<file path="config.mk">
export PLATFORM = sky130hd
export DESIGN_NAME = trace_capture_buffer
export DESIGN_NICKNAME = d
export VERILOG_FILES = /design/src/rtl/trace_capture_buffer.sv
export SDC_FILE = /design/constraint.sdc
export NUM_CORES = 2
export LEC_CHECK = 0
export ABC_AREA = 1
export CAP_MARGIN = 20
export CORE_MARGIN = 8
export CORE_UTILIZATION = 60
export DETAILED_ROUTE_END_ITERATION = 10
export PLACE_DENSITY_LB_ADDON = 0.3
export REMOVE_ABC_BUFFERS = 1
export SLEW_MARGIN = 20
export SYNTH_ARGS = -nofsm -noshare
export SYNTH_HDL_FRONTEND = slang
export SYNTH_SLANG_ARGS = --single-unit
</file>
<file path="constraint.sdc">
create_clock -name hz100 -period 9.7 [get_ports hz100]
set_input_delay 2.91 -clock hz100 [delete_from_list [all_inputs] [get_ports hz100]]
set_output_delay 2.91 -clock hz100 [all_outputs]
set_load 0.05 [all_outputs]
</file>
<file path="src/rtl/trace_capture_buffer.sv">
// Multi-lane execution trace recorder: circular capture around a trigger,
// frozen window streamed oldest-first over a valid/ready port.
`timescale 1ns/1ps
module trace_capture_buffer #(
    parameter int LANES     = 2,
    parameter int DEPTH     = 16,
    parameter int DW        = 32,
    parameter int POST_TRIG = 8,
    localparam int LW = 2 + 32 + DW,
    localparam int RW = 16 + LANES * LW,
    localparam int AW = $clog2(DEPTH),
    localparam int CW = AW + 1
) (
    input  logic               hz100,
    input  logic               reset,
    input  logic [LANES-1:0]   lane_valid,
    input  logic [LANES-1:0]   lane_freeze,
    input  logic [LANES*32-1:0] lane_ins,
    input  logic [LANES*DW-1:0] lane_result,
    input  logic               arm,
    input  logic               abort,
    input  logic               trig,
    input  logic               filter_en,
    input  logic               rd_ready,
    output logic               rd_valid,
    output logic [RW-1:0]      rd_data,
    output logic               rd_last,
    output logic [1:0]         state,
    output logic [CW-1:0]      count,
    output logic               overflow
);

    typedef enum logic [1:0] {
        S_IDLE  = 2'd0,
        S_ARMED = 2'd1,
        S_POST  = 2'd2,
        S_DONE  = 2'd3
    } state_t;

    state_t          state_q, state_d;
    logic [15:0]     stamp_q, stamp_d;
    logic [AW-1:0]   wr_ptr_q, wr_ptr_d;
    logic [CW-1:0]   count_q, count_d;
    logic            overflow_q, overflow_d;
    logic [AW-1:0]   post_cnt_q, post_cnt_d;
    logic [CW-1:0]   rd_num_q, rd_num_d;
    logic            rd_valid_q, rd_valid_d;
    logic            rd_last_q, rd_last_d;
    logic [RW-1:0]   rd_data_q, rd_data_d;

    logic [RW-1:0]   mem_q [DEPTH];
    logic [RW-1:0]   sample;
    logic            wr_en;
    logic            keep;
    logic            full;
    logic [AW-1:0]   oldest;
    logic [AW-1:0]   rd_addr;

    // Lane 0 sits at the LSB end; the stamp occupies the top 16 bits.
    always_comb begin
        sample = '0;
        sample[RW-1 -: 16] = stamp_q;
        for (int i = 0; i < LANES; i++) begin
            sample[i*LW +: LW] = {lane_valid[i], lane_freeze[i],
                                  lane_ins[32*i +: 32],
                                  lane_result[DW*i +: DW]};
        end
    end

    assign keep    = !filter_en || (|lane_valid);
    assign full    = (count_q == CW'(DEPTH));
    assign oldest  = full ? wr_ptr_q : '0;
    assign rd_addr = oldest + rd_num_q[AW-1:0];

    always_comb begin
        state_d    = state_q;
        stamp_d    = stamp_q + 16'd1;
        wr_ptr_d   = wr_ptr_q;
        count_d    = count_q;
        overflow_d = overflow_q;
        post_cnt_d = post_cnt_q;
        rd_num_d   = rd_num_q;
        rd_valid_d = rd_valid_q;
        rd_last_d  = rd_last_q;
        rd_data_d  = rd_data_q;
        wr_en      = 1'b0;

        if (abort) begin
            state_d    = S_IDLE;
            rd_valid_d = 1'b0;
            rd_last_d  = 1'b0;
        end else begin
            unique case (state_q)
                S_IDLE: begin
                    if (arm) begin
                        state_d    = S_ARMED;
                        wr_ptr_d   = '0;
                        count_d    = '0;
                        overflow_d = 1'b0;
                        rd_num_d   = '0;
                    end
                end
                S_ARMED: begin
                    // The trigger sample bypasses the filter.
                    wr_en = trig || keep;
                    if (trig) begin
                        post_cnt_d = AW'(POST_TRIG);
                        state_d    = (POST_TRIG == 0) ? S_DONE : S_POST;
                    end
                end
                S_POST: begin
                    if (keep) begin
                        wr_en      = 1'b1;
                        post_cnt_d = post_cnt_q - AW'(1);
                        if (post_cnt_q == AW'(1)) begin
                            state_d = S_DONE;
                        end
                    end
                end
                S_DONE: begin
                    if (rd_valid_q) begin
                        if (rd_ready) begin
                            rd_valid_d = 1'b0;
                            rd_last_d  = 1'b0;
                            rd_num_d   = rd_num_q + CW'(1);
                            if (rd_last_q) begin
                                state_d = S_IDLE;
                            end
                        end
                    end else begin
                        rd_valid_d = 1'b1;
                        rd_data_d  = mem_q[rd_addr];
                        rd_last_d  = (rd_num_q == count_q - CW'(1));
                    end
                end
                default: state_d = S_IDLE;
            endcase
        end

        if (wr_en) begin
            wr_ptr_d = wr_ptr_q + AW'(1);
            if (full) begin
                overflow_d = 1'b1;
            end else begin
                count_d = count_q + CW'(1);
            end
        end
    end

    always_ff @(posedge hz100 or posedge reset) begin
        if (reset) begin
            state_q    <= S_IDLE;
            stamp_q    <= '0;
            wr_ptr_q   <= '0;
            count_q    <= '0;
            overflow_q <= 1'b0;
            post_cnt_q <= '0;
            rd_num_q   <= '0;
            rd_valid_q <= 1'b0;
            rd_last_q  <= 1'b0;
            rd_data_q  <= '0;
        end else begin
            state_q    <= state_d;
            stamp_q    <= stamp_d;
            wr_ptr_q   <= wr_ptr_d;
            count_q    <= count_d;
            overflow_q <= overflow_d;
            post_cnt_q <= post_cnt_d;
            rd_num_q   <= rd_num_d;
            rd_valid_q <= rd_valid_d;
            rd_last_q  <= rd_last_d;
            rd_data_q  <= rd_data_d;
        end
    end

    // Storage carries no reset; reads are bounded by count.
    always_ff @(posedge hz100) begin
        if (wr_en) begin
            mem_q[wr_ptr_q] <= sample;
        end
    end

    assign rd_valid = rd_valid_q;
    assign rd_data  = rd_data_q;
    assign rd_last  = rd_last_q;
    assign state    = state_q;
    assign count    = count_q;
    assign overflow = overflow_q;

endmodule

</file>
==> qor.txt <==
Sequential Power Share -> 0.429
total gr overflow -> 0
sequential share of the synthesized area -> 0.7159
origin of the critical flop-to-flop path -> count[0]$_DFF_PP0_
Seq. cell area -> 75790 um2
cts hold-fix bufs -> 0
cell with the most instances after synthesis -> edfxtp_1
PostCTS Resize Cnt -> 0
root buf cell -> clkbuf_16
count of final max-slew check failures -> 0
ys flop type -> edfxtp_1
Crit path required time -> 10.16 ns
layout cells sized above 1 -> 0.04730
Lkg Pwr -> 0.04707 uW
WP buf/inv -> 4
chip width -> 436.0 um
min-delay src -> rd_data[17]$_DFFE_PP0P_
Starting Density -> 0.6024
Residual DRC -> 0
Yosys reg bits -> 2555
CTS clk-pin slew, worst paths -> 0.06 ns
Die Footprint -> 190100 um2
area of placed instances -> 110700 um2
fin nets -> 9943
largest net degree at the start of global routing -> 237
P_int -> 20130 uW
DR WL/cell -> 21.88 um
status -> complete, no violations
maximum vdd drop -> 0.2866 mV
Max-cap violations -> 0
syn avg cell area -> 10.90 um2
Die Ht -> 436.0 um
post-synthesis cell type count -> 30
Tot Pwr -> 29990 uW
Port Buf Inserts -> 296
pwr dens -> 252.5 nW/um2
vias per cell -> 5.765
Synth Cell Area -> 105900 um2
Cell Rows -> 154
clock latency on the worst-skew pair -> 0.88 ns
clock skew -> 0.04189 ns
clock power share -> 0.315
DRT iter0 DRCs -> 8588
clk sink count -> 2555
hold crit path type -> reg -> reg
htree depth -> 4
Logic pwr share -> 0.256
Final Setup Violations -> 0
Final Critical Period -> 6.772 ns
number of flops mapped to enable cells by yosys -> 2368
Post-Route WL -> 270300 um
via count -> 71190
Least-Margin Pin Slew -> 1.309 ns
fillcell total -> 12250
switching portion of total power -> 0.3289
Slew Limit Headroom -> 0.1272
post-route ant nets -> 0
Switch Pwr -> 9865 uW
share of flip-flops with an asynchronous set or reset -> 0.07319
multi-input logic area -> 23450 um2
Final WS setup -> 2.928 ns
Critical Path Fanout Max -> 47
drt pass-1 iters -> 6
initial antenna violation count -> 13
post-route clock period utilization -> 0.6982
CP startpoint kind -> primary input
Total GRT Usage -> 0.2769
vias in the first global route -> 71720
Post CTS Setup Buffer Count -> 0
DP Worst Slack -> 1.808 ns
number of CTS-inserted buffers -> 238
CTS tree -> built
io pins -> 297
most used cell, CP -> nand2_1
Max stage delay cell, worst path -> nor2_4
area leader, netlist -> edfxtp_1
crit path DAT -> 7.23 ns
cells after synthesis -> 9709
fmax -> 147.7 MHz
Clock Tree Buf Depth -> 3
CP Cell Sequence -> clkdlybuf4s50_1 > nor3b_1 > nand2_1 > nand2_1 > clkinv_1 > nand2_1 > nor2_4 > buf_4 > buf_4
hpwl dp -> 135200 um
most frequent cells after synthesis -> edfxtp_1, nand2_1, nand3_1
Synth top area share -> 0.6717
Synth area leaders -> edfxtp_1, nand3_1, nand2_1, dfrtp_1, inv_1
RePlAce Congestion -> 0.8113
synth warn -> 0
Final Instance Area -> 118800 um2
Util after Layout -> 0.6759
area grow syn2layout -> 12.20%
crit path kind -> in -> reg
cell family with most CP delay -> buffers and inverters
CP startpoint -> lane_valid[0]
core area -> 175700 um2
final hold vios -> 0
CP endpoint kind -> register
setup tns final -> 0 ns
RSZ-0062 raised after global routing -> no
CP peak stage delay -> 0.87 ns
first-pass GRT wire length -> 412400 um
==> metal layers <==
layer | track usage | vias up | part of all wire
met5 | 0 | - | 0.00024
met4 | 0.1223 | 10 | 0.043
met3 | 0.04158 | 653 | 0.088
met2 | 0.4723 | 3696 | 0.49
met1 | 0.3547 | 34440 | 0.38
li1 | - | 32390 | -
==> layout make-up <==
class | count | area share
Timing Repair Buffer | 379 | 0.03337
Multi-Input combinational cell | 5386 | 0.1975
Sequential cell | 2555 | 0.6381
Antenna cell | 9 | 0.0001896
Tap cell | 2340 | 0.02465
Clock inverter | 115 | 0.01020
Inverter | 1226 | 0.03900
Clock buffer | 340 | 0.05703
==> cells in the final DEF, fill, tap and decap left out, types with 3 or more instances in the layout <==
cell             instances
xor2_1                  21
buf_12                  27
dfrtp_1                187
diode_2                  9
clkinv_2                44
nand3_1               1502
xnor2_1                  5
clkinv_1                34
nor2_4                  16
bufinv_16               22
a21oi_1                  6
clkinvlp_4               5
nor2_1                1200
nand2_4                  3
buf_4                   54
clkdlybuf4s50_1        296
o21ai_0                611
edfxtp_1              2368
nor3_1                   5
ha_1                    16
clkbuf_16              242
inv_8                    4
clkbuf_8                35
nand2_1               1978
clkbuf_1                63
inv_1                 1221
inv_6                    4
nand4_1                  5
==> worst register-to-register path: cells and delay by family (launching register included) <==
| kind | cells | cell delay, ns |
|---|---|---|
| DFF | 1 | 0.45 |
| and+or+nand+nor | 8 | 0.94 |
| buffers and inverters | 4 | 1.89 |
| adders and majority gates | 3 | 1.73 |
| AOI/OAI and AO/OA | 1 | 0.15 |
==> kinds of logic after synthesis <==
group	after synthesis	share of synthesized area
fa+ha+maj	18	0.002198
xor+xnor	28	0.002388
flops	2555	0.7159
compound gates	625	0.02971
simple gates	4715	0.1853
buf+inv	1768	0.06446
==> worst paths after layout <==
check / to / slack [ns] / depth (start not counted)
hold / removal: rd_data[17]$_DFFE_PP0P_ / 0.48 / 2
hold reg to reg: rd_data[17]$_DFFE_PP0P_ / 0.48 / 2
min in group asynchronous: rd_data[122]$_DFFE_PP0P_ / 2.64 / 2
setup reg to reg: rd_data[101]$_DFFE_PP0P_ / 4.44 / 16
max in group asynchronous: rd_data[87]$_DFFE_PP0P_ / 5.60 / 3
setup / recovery: mem_q[10][21]$_DFFE_PP_ / 2.93 / 9
==> per-stage QoR <==
step | hold WS [ns] | cells
3_5_place_dp | 0.4727 | 11880
4_1_cts | 0.4885 | 12340
6_report | 0.4810 | 12350
2_1_floorplan | 0.5142 | 9167
5_1_grt | 0.5048 | 12350
3_3_place_gp | 0.4746 | 11880
==> flip-flops by register name (all words and copies together), names as in the netlist <==
signal	cells
count	5
wr_ptr_q	4
rd_data	148
overflow	1
stamp_q	16
mem_q	2368
post_cnt_q	4
rd_last	1
rd_num_q	5
state	2
rd_valid	1
==> power groups by stage <==
stage | Combinational, uW | Sequential [uW] | Clock (uW)
final | 7680 | 12900 | 9450
after global routing | 8410 | 12900 | 9920
after CTS | 7660 | 12900 | 9510
after detailed placement | 7600 | 13100 | 0
after global placement | 7420 | 13100 | 0
after floorplan | 4090 | 13800 | 0
(Power assumes the default switching activity.)
